File: config.mk
export PLATFORM = sky130hd
export DESIGN_NAME = debnc_multi
export DESIGN_NICKNAME = d
export VERILOG_FILES = /design/src/rtl/debnc_pkg.sv /design/src/rtl/debnc_chan.sv /design/src/rtl/debnc_multi.sv
export SDC_FILE = /design/constraint.sdc
export NUM_CORES = 1
export LEC_CHECK = 0
export ABC_AREA = 1
export CAP_MARGIN = 40
export CORE_MARGIN = 4
export CORE_UTILIZATION = 35
export DETAILED_ROUTE_END_ITERATION = 16
export PLACE_DENSITY_LB_ADDON = 0.08
export SLEW_MARGIN = 5
export SYNTH_ARGS = -nofsm -noshare
export SYNTH_HDL_FRONTEND = slang
export SYNTH_HIERARCHICAL = 1
export SYNTH_SLANG_ARGS = --single-unit
File: constraint.sdc
create_clock -name clock -period 2.4 [get_ports clock]
set_input_delay 0.6 -clock clock [delete_from_list [all_inputs] [get_ports clock]]
set_output_delay 0.6 -clock clock [all_outputs]
set_load 0.01 [all_outputs]
File: src/rtl/debnc_pkg.sv
// ---------------------------------------------------------------------------
// debnc_pkg
//
// Shared types and elaboration-time helpers for the multi-channel debouncer.
//
// Contents:
//   chan_out_t    - per-channel registered outputs (level, rise, fall, rpt)
//   cnt_width()   - counter width helper: $clog2(n), never narrower than 1 bit
//   params_legal()- parameter legality test, evaluated at elaboration time
// ---------------------------------------------------------------------------
package debnc_pkg;

  // Everything one channel drives toward the output buses. Bundling the
  // fields keeps the top-level bus assembly to one connection per channel.
  typedef struct packed {
    logic level;
    logic rise;
    logic fall;
    logic rpt;
  } chan_out_t;

  // Width of a counter that must hold values 0 .. n-1. A degenerate count
  // still needs one bit so that every vector has a legal range.
  function automatic int cnt_width(input int n);
    int w;
    w = $clog2(n);
    return (w < 1) ? 1 : w;
  endfunction

  // A debounce window below 2 cycles is no filter at all. A single
  // synchroniser flop gives no metastability protection. A zero repeat
  // period would repeat every cycle with no gap.
  function automatic bit params_legal(input int channels,
                                      input int time_out,
                                      input int sync_stages,
                                      input int repeat_period);
    return (channels >= 1) && (time_out >= 2) &&
           (sync_stages >= 2) && (repeat_period >= 1);
  endfunction

endpackage : debnc_pkg

File: src/rtl/debnc_chan.sv
// ---------------------------------------------------------------------------
// debnc_chan
//
// One debouncer channel. It contains:
//   - a SyncStages-deep synchroniser for the raw asynchronous pin,
//   - a stability counter that accepts a new level only after TimeOut
//     consecutive cycles of disagreement with the current output,
//   - registered one-cycle rise/fall pulses,
//   - an optional auto-repeat counter (RepeatDelay = 0 disables it).
//
// Ports:
//   clock   in   sole clock, rising edge
//   reset   in   asynchronous, active-high reset
//   sigin   in   raw asynchronous input pin
//   chan_o  out  registered level / rise / fall / rpt for this channel
// ---------------------------------------------------------------------------
module debnc_chan
  import debnc_pkg::*;
#(
  parameter int TimeOut      = 64,
  parameter bit Inverted     = 1'b0,
  parameter int SyncStages   = 2,
  parameter int RepeatDelay  = 0,
  parameter int RepeatPeriod = 16
) (
  input  logic      clock,
  input  logic      reset,
  input  logic      sigin,
  output chan_out_t chan_o
);

  localparam int CntW   = cnt_width(TimeOut);
  localparam int RepMax = (RepeatDelay > RepeatPeriod) ? RepeatDelay : RepeatPeriod;
  localparam int RcntW  = cnt_width(RepMax);

  localparam logic [CntW-1:0]  CntLast  = CntW'(TimeOut - 1);
  // The repeat counter counts down to zero and fires on the edge after it
  // reaches zero, so loading N-1 gives a pulse exactly N edges later.
  localparam logic [RcntW-1:0] RepFirst = RcntW'((RepeatDelay > 0) ? (RepeatDelay - 1) : 0);
  localparam logic [RcntW-1:0] RepNext  = RcntW'(RepeatPeriod - 1);
  localparam bit               RepOn    = (RepeatDelay > 0);

  logic [SyncStages-1:0] sync_q, sync_d;
  logic [CntW-1:0]       cnt_q, cnt_d;
  logic [RcntW-1:0]      rcnt_q, rcnt_d;
  logic                  level_q, level_d;
  logic                  rise_q, rise_d;
  logic                  fall_q, fall_d;
  logic                  rpt_q, rpt_d;

  logic sample;
  logic differs;
  logic accept;

  // Synchroniser shift chain; new pin value enters at bit 0 and the oldest
  // (most settled) copy sits at the top bit.
  always_comb begin
    sync_d = {sync_q[SyncStages-2:0], sigin};
  end

  // Debounce counter. The count only ever runs while the synchronised
  // sample disagrees with the accepted level; any agreement, even for a
  // single cycle, throws the partial count away.
  always_comb begin
    sample  = sync_q[SyncStages-1] ^ Inverted;
    differs = (sample != level_q);
    accept  = differs && (cnt_q == CntLast);

    cnt_d   = '0;
    level_d = level_q;
    rise_d  = 1'b0;
    fall_d  = 1'b0;

    if (differs) begin
      if (accept) begin
        level_d = sample;
        rise_d  = sample;
        fall_d  = ~sample;
      end else begin
        cnt_d = cnt_q + CntW'(1);
      end
    end
  end

  // Auto-repeat. The load happens on the same edge that raises level_q,
  // so rpt can never coincide with rise. The fall edge is excluded
  // explicitly so a counter that happens to expire then stays silent.
  always_comb begin
    rcnt_d = rcnt_q;
    rpt_d  = 1'b0;

    if (!RepOn) begin
      rcnt_d = '0;
    end else if (accept && sample) begin
      rcnt_d = RepFirst;
    end else if (accept && !sample) begin
      rcnt_d = '0;
    end else if (level_q) begin
      if (rcnt_q == '0) begin
        rpt_d  = 1'b1;
        rcnt_d = RepNext;
      end else begin
        rcnt_d = rcnt_q - RcntW'(1);
      end
    end
  end

  // State register. Synchroniser flops come out of reset at the
  // logically inactive pin level, so an idle pin produces no edge when
  // reset is released.
  always_ff @(posedge clock or posedge reset) begin
    if (reset) begin
      sync_q  <= {SyncStages{Inverted}};
      cnt_q   <= '0;
      rcnt_q  <= '0;
      level_q <= 1'b0;
      rise_q  <= 1'b0;
      fall_q  <= 1'b0;
      rpt_q   <= 1'b0;
    end else begin
      sync_q  <= sync_d;
      cnt_q   <= cnt_d;
      rcnt_q  <= rcnt_d;
      level_q <= level_d;
      rise_q  <= rise_d;
      fall_q  <= fall_d;
      rpt_q   <= rpt_d;
    end
  end

  always_comb begin
    chan_o.level = level_q;
    chan_o.rise  = rise_q;
    chan_o.fall  = fall_q;
    chan_o.rpt   = rpt_q;
  end

endmodule : debnc_chan

File: src/rtl/debnc_multi.sv
// ---------------------------------------------------------------------------
// debnc_multi
//
// Parametrised multi-channel debouncer. Each of the Channels raw pins is
// synchronised and debounced independently by its own debnc_chan; this
// level only replicates the channel and gathers the per-channel results
// into output buses. Events on different channels in the same cycle are
// all reported together.
//
// The auto-repeat output is named rpt because "repeat" is a reserved word
// in SystemVerilog.
//
// Ports:
//   clock   in   sole clock, rising edge
//   reset   in   asynchronous, active-high reset
//   sigin   in   [Channels] raw asynchronous inputs
//   sigout  out  [Channels] debounced logical level (active-high)
//   rise    out  [Channels] one-cycle pulse on accepted 0->1
//   fall    out  [Channels] one-cycle pulse on accepted 1->0
//   rpt     out  [Channels] one-cycle auto-repeat pulse while held
// ---------------------------------------------------------------------------
module debnc_multi
  import debnc_pkg::*;
#(
  parameter int Channels     = 8,
  parameter int TimeOut      = 64,
  parameter bit Inverted     = 1'b0,
  parameter int SyncStages   = 2,
  parameter int RepeatDelay  = 0,
  parameter int RepeatPeriod = 16
) (
  input  logic                clock,
  input  logic                reset,
  input  logic [Channels-1:0] sigin,
  output logic [Channels-1:0] sigout,
  output logic [Channels-1:0] rise,
  output logic [Channels-1:0] fall,
  output logic [Channels-1:0] rpt
);

  // Refuse to elaborate with parameters that would silently break the
  // filter rather than produce a subtly wrong debouncer.
  if (!params_legal(Channels, TimeOut, SyncStages, RepeatPeriod)) begin : g_bad_params
    $error("debnc_multi: illegal parameters (need Channels>=1, TimeOut>=2, SyncStages>=2, RepeatPeriod>=1)");
  end

  for (genvar i = 0; i < Channels; i++) begin : g_chan
    chan_out_t chan_out;

    debnc_chan #(
      .TimeOut     (TimeOut),
      .Inverted    (Inverted),
      .SyncStages  (SyncStages),
      .RepeatDelay (RepeatDelay),
      .RepeatPeriod(RepeatPeriod)
    ) u_chan (
      .clock (clock),
      .reset (reset),
      .sigin (sigin[i]),
      .chan_o(chan_out)
    );

    assign sigout[i] = chan_out.level;
    assign rise[i]   = chan_out.rise;
    assign fall[i]   = chan_out.fall;
    assign rpt[i]    = chan_out.rpt;
  end

endmodule : debnc_multi

# Word level (Yosys, flattened, before mapping)

Cells that the tools add are included.

$mul: 0
Shifts and indexed selects: 0
Eq/ne operators: 16
Reduce and logical (&&, ||, !) cells: 16
$lt $le $gt $ge: 0
Divide/modulo/power cells: 0
Bitwise logic cells: 8
Add/sub/neg operators: 8
Mux-type cells: 48

Operators with widths:

| kind                                        | number |
|---|---|
| two-way mux 6 bit                           | 16 |
| adder 6 x 1 -> 6 bit, second input constant | 8 |
| equality test 6 bit, second input constant  | 8 |
| two-way mux 1 bit                           | 32 |
| AND reduction 2 bit                         | 8 |
| logical AND 1 bit                           | 8 |
| inequality test 1 bit                       | 8 |
| inverter 1 bit                              | 8 |

RAM bits: 0
Output and inout port bits: 32
Register bits: 88
Word-level logic and storage cells: 136
Bits in read-only memories: 0
Input port bits: 10
Bits in latches: 0
Memories: 0

# Longest topological paths before layout

Gate-level depths: netlist of the first run.

Depth after elaboration: 4
Depth in mapped cells: 6
Depth with buffers taken out: 6

# Cells and area by module

Netlist of the first run, hierarchy kept.

Modules (own cells, without submodules):

| module     | cells an instance | area each (µm²) | sequential area each (µm²) | instances |
|---|---|---|---|---|
| debnc_chan | 52                | 495.5           | 275.3                      | 8 |

# Worst setup path after synthesis of the first run

Ideal clock, no wire load.

Kind: register -> output
From: register g_chan[0].u_chan.level_q
To: output port sigout[0]
Arrival: 0.519 ns
Setup slack: 1.281 ns
Stages on the path, launching flop included: 2
Data required time: 1.800 ns
Buffers on the path: 1
Cells stage by stage: dfrtp_1 -> buf_4

RTL lines:

| element                | RTL line          | RTL |
|---|---|---|
| start, declared        | debnc_chan.sv:46  | `logic level_q, level_d;` |
| start signal, assigned | debnc_chan.sv:124 | `level_q <= level_d;` |
| end, declared          | debnc_multi.sv:35 | `output logic [Channels-1:0] sigout,` |

No word-level cell between the ends.

# Worst setup path after layout of the first run

From: register g_chan[6].u_chan.level_q
To: output port sigout[6]

RTL lines:

| element                | RTL line |
|---|---|
| start, declared        | debnc_chan.sv:46 |
| start signal, assigned | debnc_chan.sv:124 |

No word-level cell between the ends.

==> out/metrics.csv, run 1 <==
metric,value,unit
finalSetupViolCount,0,
grt_pass1_vias,2372,
gp_congestion,0.7174,
power.total,3.102,mW
grt_usage,10.51,%
cpMaxStageDelayCell,clkdlybuf4s50_1,
p_int,2.399,mW
vdd_drop_max,340.1,uV
start_util,36.09,%
cts.htree.levels,3,
cp_data_required_time,1800,ps
ioPinCount,42,
root_buffer,clkbuf_16,
final_area,4526,um^2
postCtsSetupBuffers,0,
dr.pass1.iters,4,
final_common_cell,dfrtp_1,
path_delay_family,buffers and inverters,
period_share,78.01,%
grt_overflow,0,
synth.distinct_cells,17,
cts_sinks,88,
synth.avg_cell_area,9.528,um^2
final_cells,573,
critical_path.max_stage_delay,560,ps
portBuffers,33,
final_util,41.21,%
pwr-share-seq,50.6,%
area_growth_syn_to_layout,14.17,%
cp.buffers_inverters,1,
die_area,13090,um^2
syn_inst,416,
die_w,114.4,um
core-area,10980,um^2
ys_ff_latch,88,
rows,38,
rsz0062_at_grt,false,
layout_common_cells,"dfrtp_1, inv_1, nand2_1, nor2_1, clkdlybuf4s50_1",
arrival,1270,ps
synth_area,3964,um^2
postCtsHoldBufs,0,
cts_tree,yes,
numCtsBuffers,9,
clkPwrFrac,44.3,%
cts_resized,0,
endpoint_kind,output port,
finClkSkew,6.029,ps
num-fill-cells,1087,
drv_slew,0,
antenna_found_initial,0,
cp_max_fo,4,
clock_latency,330,ps
min_period,1872,ps
p_leak,2.107,nW
synth_nets,434,
final.setup.tns,0,ps
cp-start-kind,flop,
seq_area_frac_synth,55.56,%
hold_viol_final,0,
power_density,685.4,nW/um^2
worstHoldPathType,flop to flop,
avgViaCountPerCell,4.208,
max_cap_viol_count,0,
ant_nets,0,
grt_pass1_wl,10.88,mm
p_sw_share,22.65,%
wirelength,6.154,mm
antenna_cells,0,
dp_hpwl,4.604,mm
wl_per_cell,10.74,um
clk_pin_slew,70,ps
cts_buffer_depth,2,
dp.cells,557,
nets,446,
vias,2411,
worstPathCellList,clkdlybuf4s50_1,
grt_max_degree,16,
drt_iter0_markers,103,
drive_above_1_share,14.55,%
clock.fmax,534.1,MHz
yosys_warnings,6,
path_class,flop to output port,
power.switching,702.4,uW
p_comb_share,5.1,%
die_h,114.4,um
drc_errors,0,
place_area,4229,um^2
status,"complete, no violations",
-- area by class of cell --
cell class / instances / area (um^2) / share of cell area [%]
Clock buffer: 10 / 229.0 / 5.059
Clock inverter: 6 / 67.56 / 1.493
Multi-Input combinational cell: 240 / 1311 / 28.97
Timing Repair Buffer: 33 / 330.3 / 7.299
Tap cell: 140 / 175.2 / 3.871
Sequential cell: 88 / 2202 / 48.66
Inverter: 56 / 210.2 / 4.645
-- cells in the mapped netlist --
cell      count  share of area (%)
o21ai_2       8                1.8
ha_1          8                2.5
o21bai_1      8                1.5
a21oi_1       8                1.0
xnor2_1       8                1.8
nor2_2       16                2.5
conb_1        8               0.76
nand2_1      56                5.3
dfrtp_1      88                 56
xor2_1        8                1.8
nand3_1      24                3.0
nor2_1       56                5.3
inv_1        56                5.3
o21ai_0       8                1.0
nand2_2      16                2.5
buf_4        32                6.1
nand2_4       8                2.3
-- routing by layer --
metal	track usage (%)	vias to the layer above	wire length (um)	part of all wire, %
li1	-	1248	-	-
met1	14.01	1105	3018	49
met3	3.594	12	324	5.3
met2	15.44	46	2681	44
met4	4.751	0	130	2.1
met5	0	-	0	0
-- power groups by stage --
stage,logic (mW),clock network (mW),registers (mW)
4_1_cts,0.163,1.43,1.57
3_5_place_dp,0.162,0,1.60
2_1_floorplan,0.130,0,1.59
6_report,0.157,1.37,1.57
3_3_place_gp,0.160,0,1.60
5_1_grt,0.185,1.48,1.58
-- stage by stage --
stage	hold slack, ps	setup slack [ps]
final	345.1	527.8
after global routing	355.2	457.5
after CTS	346.7	496.4
after detailed placement	336.4	736.7
after global placement	332.4	765.7
after floorplan	331.2	1281
-- state kept, by name, indices dropped and copies added (netlist names) --
name	count
g_chan.u_chan/cnt_q	48
g_chan.u_chan/sync_q	16
g_chan.u_chan/fall_q	8
g_chan.u_chan/level_q	8
g_chan.u_chan/rise_q	8
-- path summary, 6_finish.rpt --
check | start | end | slack [ps] | cells after the start
worst max-delay path | g_chan[6].u_chan/level_q | sigout[6] | 530 | 1
worst min-delay path | g_chan[7].u_chan/sync_q[0] | g_chan[7].u_chan/sync_q[1] | 350 | 0
worst max register to register | g_chan[4].u_chan/cnt_q[0] | g_chan[4].u_chan/cnt_q[3] | 1170 | 6
worst min register to register | g_chan[7].u_chan/sync_q[0] | g_chan[7].u_chan/sync_q[1] | 350 | 0
max in group asynchronous | reset | g_chan[1].u_chan/sync_q[1] | 1190 | 2
min in group asynchronous | reset | g_chan[0].u_chan/cnt_q[2] | 890 | 2
-- cells by family after synthesis --
family	count (synthesis)	share of synthesized area (%)
and+or+nand+nor	176	20.96
buffers and inverters	88	11.36
DFF	88	55.56
AOI/OAI and AO/OA	32	5.303
xor gates and xnor gates	16	3.535
adders and majority gates	8	2.525
other	8	0.7576
Power figures use the tool's default switching activity.
==> inputs of run 2 (changes only) <==
==> constraint.sdc (replaced) <==
create_clock -name clock -period 1.5 [get_ports clock]
set_input_delay 0.375 -clock clock [delete_from_list [all_inputs] [get_ports clock]]
set_output_delay 0.375 -clock clock [all_outputs]
set_load 0.01 [all_outputs]
==> out/metrics.csv, run 2 (synthesis results as in run 1) <==
metric,value,unit
p_leak,2.261,nW
cts_tree,yes,
finClkSkew,5.558,ps
worstPathCellList,dlygate4sd2_1,
cp-start-kind,flop,
root_buffer,clkbuf_16,
drv_slew,0,
drive_above_1_share,16.48,%
grt_overflow,0,
min_period,1402,ps
nets,456,
clk_pin_slew,60,ps
period_share,93.49,%
cp.buffers_inverters,1,
cp_max_fo,4,
dr.pass1.iters,5,
p_sw_share,23.65,%
critical_path.max_stage_delay,400,ps
largest_reg_flops,48,
hold_viol_final,0,
cpMaxStageDelayCell,dfrtp_1,
startpoint,g_chan[5].u_chan/level_q,
r2r_start,g_chan[4].u_chan/cnt_q[0],
drc_errors,0,
portBuffers,33,
pwr-share-seq,51.3,%
final.setup.tns,0,ps
p_int,3.738,mW
hp-start,g_chan[2].u_chan/sync_q[0],
die_w,114.4,um
clock.fmax,713.1,MHz
die_area,13090,um^2
power.switching,1.158,mW
antenna_cells,0,
power_density,1074,nW/um^2
cp_data_required_time,1120,ps
wirelength,6.272,mm
layout_common_cells,"dfrtp_1, inv_1, nand2_1, nor2_1",
cts_sinks,88,
ant_nets,0,
start_util,36.09,%
drt_iter0_markers,109,
grt_usage,10.68,%
area_growth_syn_to_layout,14.96,%
reg_top3,"g_chan.u_chan/cnt_q: 48 flops, g_chan.u_chan/sync_q: 16 flops",
dp_hpwl,4.539,mm
postCtsHoldBufs,0,
numCtsBuffers,9,
wl_per_cell,10.76,um
ioPinCount,42,
avgViaCountPerCell,4.245,
clock_latency,330,ps
grt_pass1_vias,2434,
rsz0062_at_grt,false,
die_h,114.4,um
status,"complete, no violations",
max_cap_viol_count,0,
arrival,1030,ps
vias,2475,
gp_congestion,0.7429,
grt_max_degree,16,
final_common_cell,dfrtp_1,
p_comb_share,5.6,%
worstHoldPathType,flop to flop,
cts.htree.levels,3,
vdd_drop_max,609.4,uV
core-area,10980,um^2
clkPwrFrac,43.1,%
cts_buffer_depth,2,
endpoint_kind,output port,
power.total,4.896,mW
antenna_found_initial,0,
regMostFlops,g_chan.u_chan/cnt_q,
finalSetupViolCount,0,
path_delay_family,flip-flops,
path_class,flop to output port,
rows,38,
grt_pass1_wl,11.13,mm
-- run 2: cell types whose count changed in the layout (fill, tap and decap cells not counted) --
cell / change
clkdlybuf4s50_1: -24
dlygate4sd2_1: +24
clkinvlp_4: +1
buf_4: +10
bufinv_16: -1
clkbuf_8: +1
clkinv_2: -1
-- run 2: path summary, 6_finish.rpt --
| kind | to | slack (ps) | depth (start not counted) |
|---|---|---|---|
| setup reg to reg | g_chan[4].u_chan/cnt_q[0] | 280 | 6 |
| setup / recovery | sigout[5] | 100 | 1 |
| max in group asynchronous | g_chan[4].u_chan/cnt_q[5] | 700 | 3 |
| hold reg to reg | g_chan[2].u_chan/sync_q[1] | 350 | 0 |
| hold / removal | g_chan[2].u_chan/sync_q[1] | 350 | 0 |
| min in group asynchronous | g_chan[7].u_chan/cnt_q[1] | 630 | 3 |
-- run 2: metrics by stage --
stage          instances  utilization (%)  hold WS, ps  setup WS [ps]  area [um^2]
2_1_floorplan        416                -        227.4          408.9         3964
3_3_place_gp         567            39.19        332.2          215.2         4304
3_5_place_dp         567            39.19        334.7          210.5         4304
4_1_cts              583            41.49        348.3          78.56         4557
5_1_grt              583            41.49        352.3          47.62         4557
6_report             583            41.49        348.9          97.69         4557
-- run 2: power groups by stage --
stage               registers [mW]  logic [mW]  clock network [mW]
finish                        2.51       0.274                2.11
CTS                           2.51       0.284                2.22
floorplan                     2.54       0.208                   0
detailed placement            2.56       0.282                   0
global route                  2.52       0.324                2.33
global placement              2.55       0.279                   0
-- run 2: cell type report --
cell class | instances | area [um^2]
clock buffers | 11 | 242.7
clock inverters | 5 | 40.04
fillers | 1081 | 6426
inverters | 56 | 210.2
multi-input cells | 240 | 1311
flip-flops and latches | 88 | 2202
well taps | 140 | 175.2
repair buffers | 43 | 375.4
-- run 2: per-layer routing --
| metal | track usage (%) | up-vias | part of all wire (%) |
|---|---|---|---|
| met5 | 0 | - | 0 |
| met4 | 4.988 | 0 | 2.1 |
| met3 | 3.277 | 11 | 5.5 |
| met2 | 15.60 | 46 | 41 |
| met1 | 14.46 | 1145 | 51 |
| li1 | - | 1273 | - |
-- run 2: what timing repair did --
item / CTS / global route
gates resized for setup: 24 / 0
setup endpoints to repair: 24 / 0
setup buffers: 0 / 0
==> inputs of run 3 (changes only) <==
--- a/config.mk
+++ b/config.mk
@@ -6,10 +6,10 @@
 export NUM_CORES = 1
 export LEC_CHECK = 0
 export ABC_AREA = 1
-export CAP_MARGIN = 40
 export CORE_MARGIN = 4
 export CORE_UTILIZATION = 35
 export DETAILED_ROUTE_END_ITERATION = 16
+export MAX_ROUTING_LAYER = met4
 export PLACE_DENSITY_LB_ADDON = 0.08
 export SLEW_MARGIN = 5
 export SYNTH_ARGS = -nofsm -noshare
==> out/metrics.csv, run 3 (synthesis results as in run 1) <==
metric,value,unit
clk_pin_slew,60,ps
dr.pass1.iters,4,
p_sw_share,23.62,%
arrival,1030,ps
path_class,flop to output port,
r2r_start,g_chan[4].u_chan/cnt_q[0],
grt_overflow,0,
clkPwrFrac,43.1,%
clock_latency,330,ps
die_area,13090,um^2
die_w,114.4,um
cp_max_fo,4,
grt_pass1_vias,2431,
cts.htree.levels,3,
dp_hpwl,4.539,mm
grt_usage,11.01,%
path_delay_family,flip-flops,
pwr-share-seq,51.3,%
rsz0062_at_grt,false,
ant_nets,0,
regMostFlops,g_chan.u_chan/cnt_q,
drive_above_1_share,16.48,%
die_h,114.4,um
rows,38,
status,"complete, no violations",
worstRegToRegCells,6,
power_density,1074,nW/um^2
vdd_drop_max,609.3,uV
cpMaxStageDelayCell,dfrtp_1,
portBuffers,33,
min_period,1401,ps
reg_top3,"g_chan.u_chan/cnt_q: 48 flops, g_chan.u_chan/sync_q: 16 flops",
numCtsBuffers,9,
core-area,10980,um^2
postCtsSetupBuffers,0,
root_buffer,clkbuf_16,
max_cap_viol_count,0,
antenna_found_initial,0,
cp-start-kind,flop,
place_ws,210.5,ps
endpoint_kind,output port,
multi_input_area,1311,um^2
drc_errors,0,
setup_slack,98.88,ps
p_int,3.738,mW
antenna_cells,0,
vias,2470,
cts_buffer_depth,2,
wirelength,6.268,mm
r2r-end,g_chan[4].u_chan/cnt_q[0],
wl_per_cell,10.75,um
final.setup.tns,0,ps
layout_common_cells,"dfrtp_1, inv_1, nand2_1, nor2_1",
start_util,36.09,%
cp_data_required_time,1120,ps
drv_slew,0,
finClkSkew,6.216,ps
cp.buffers_inverters,1,
hold_depth,0,
hold_end,g_chan[2].u_chan/sync_q[1],
p_leak,2.261,nW
ioPinCount,42,
cts_tree,yes,
hold_viol_final,0,
clock.fmax,713.7,MHz
grt_pass1_wl,11.15,mm
cts_sinks,88,
area_growth_syn_to_layout,14.96,%
final_common_cell,dfrtp_1,
worstHoldPathType,flop to flop,
gp_congestion,0.7523,
critical_path.max_stage_delay,400,ps
power.switching,1.156,mW
finalSetupViolCount,0,
nets,456,
register_area,2202,um^2
avgViaCountPerCell,4.237,
drt_iter0_markers,112,
p_comb_share,5.6,%
num-fill-cells,1081,
period_share,93.41,%
hp-start,g_chan[2].u_chan/sync_q[0],
worstPathCellList,dlygate4sd2_1,
rrSetupSlack,280,ps
largest_reg_flops,48,
grt_max_degree,16,
## run 3: cell type report
class	count	share of cell area [%]
Clock buffer	11	5.327
Clock inverter	5	0.8786
Inverter	56	4.613
Multi-Input combinational cell	240	28.78
Sequential cell	88	48.33
Tap cell	140	3.844
Timing Repair Buffer	43	8.237
## run 3: power by group through the flow
stage | clock network, mW | logic (mW) | registers [mW]
after floorplan | 0 | 0.208 | 2.54
after global placement | 0 | 0.279 | 2.55
after detailed placement | 0 | 0.282 | 2.56
after CTS | 2.22 | 0.284 | 2.51
after global routing | 2.33 | 0.324 | 2.52
final | 2.11 | 0.274 | 2.51
## run 3: layer usage
metal	global-route usage, %	vias up	part of all wire [%]
met4	4.988	0	1.7
met1	14.46	1142	51
met3	3.330	9	5.3
li1	-	1274	-
met5	-	-	0
met2	15.64	45	42
## run 3: worst max-delay path by stage
stage	start	to	slack [ps]	cells after the start
final	g_chan[5].u_chan/level_q	sigout[5]	100	1
after global routing	g_chan[5].u_chan/level_q	sigout[5]	50	1
after CTS	g_chan[7].u_chan/level_q	sigout[7]	80	1
after detailed placement	g_chan[3].u_chan/level_q	sigout[3]	210	1
after global placement	g_chan[6].u_chan/level_q	sigout[6]	220	1
after floorplan	g_chan[0].u_chan/cnt_q[0]	g_chan[0].u_chan/cnt_q[3]	410	6
## run 3: timing repair
action                                  in CTS  in global routing
endpoints found under the setup margin      24                  0
resized for setup                           24                  0
hold buffers                                 0                  0
## run 3: metrics by stage
stage               power [mW]  instances  instance area [um^2]  util (%)  hold slack [ps]
floorplan                2.750        416                  3964         -            227.4
global placement         2.833        567                  4304     39.19            332.2
detailed placement       2.838        567                  4304     39.19            334.7
CTS                      5.016        583                  4557     41.49            348.3
global route             5.172        583                  4557     41.49            352.3
finish                   4.894        583                  4557     41.49            348.2
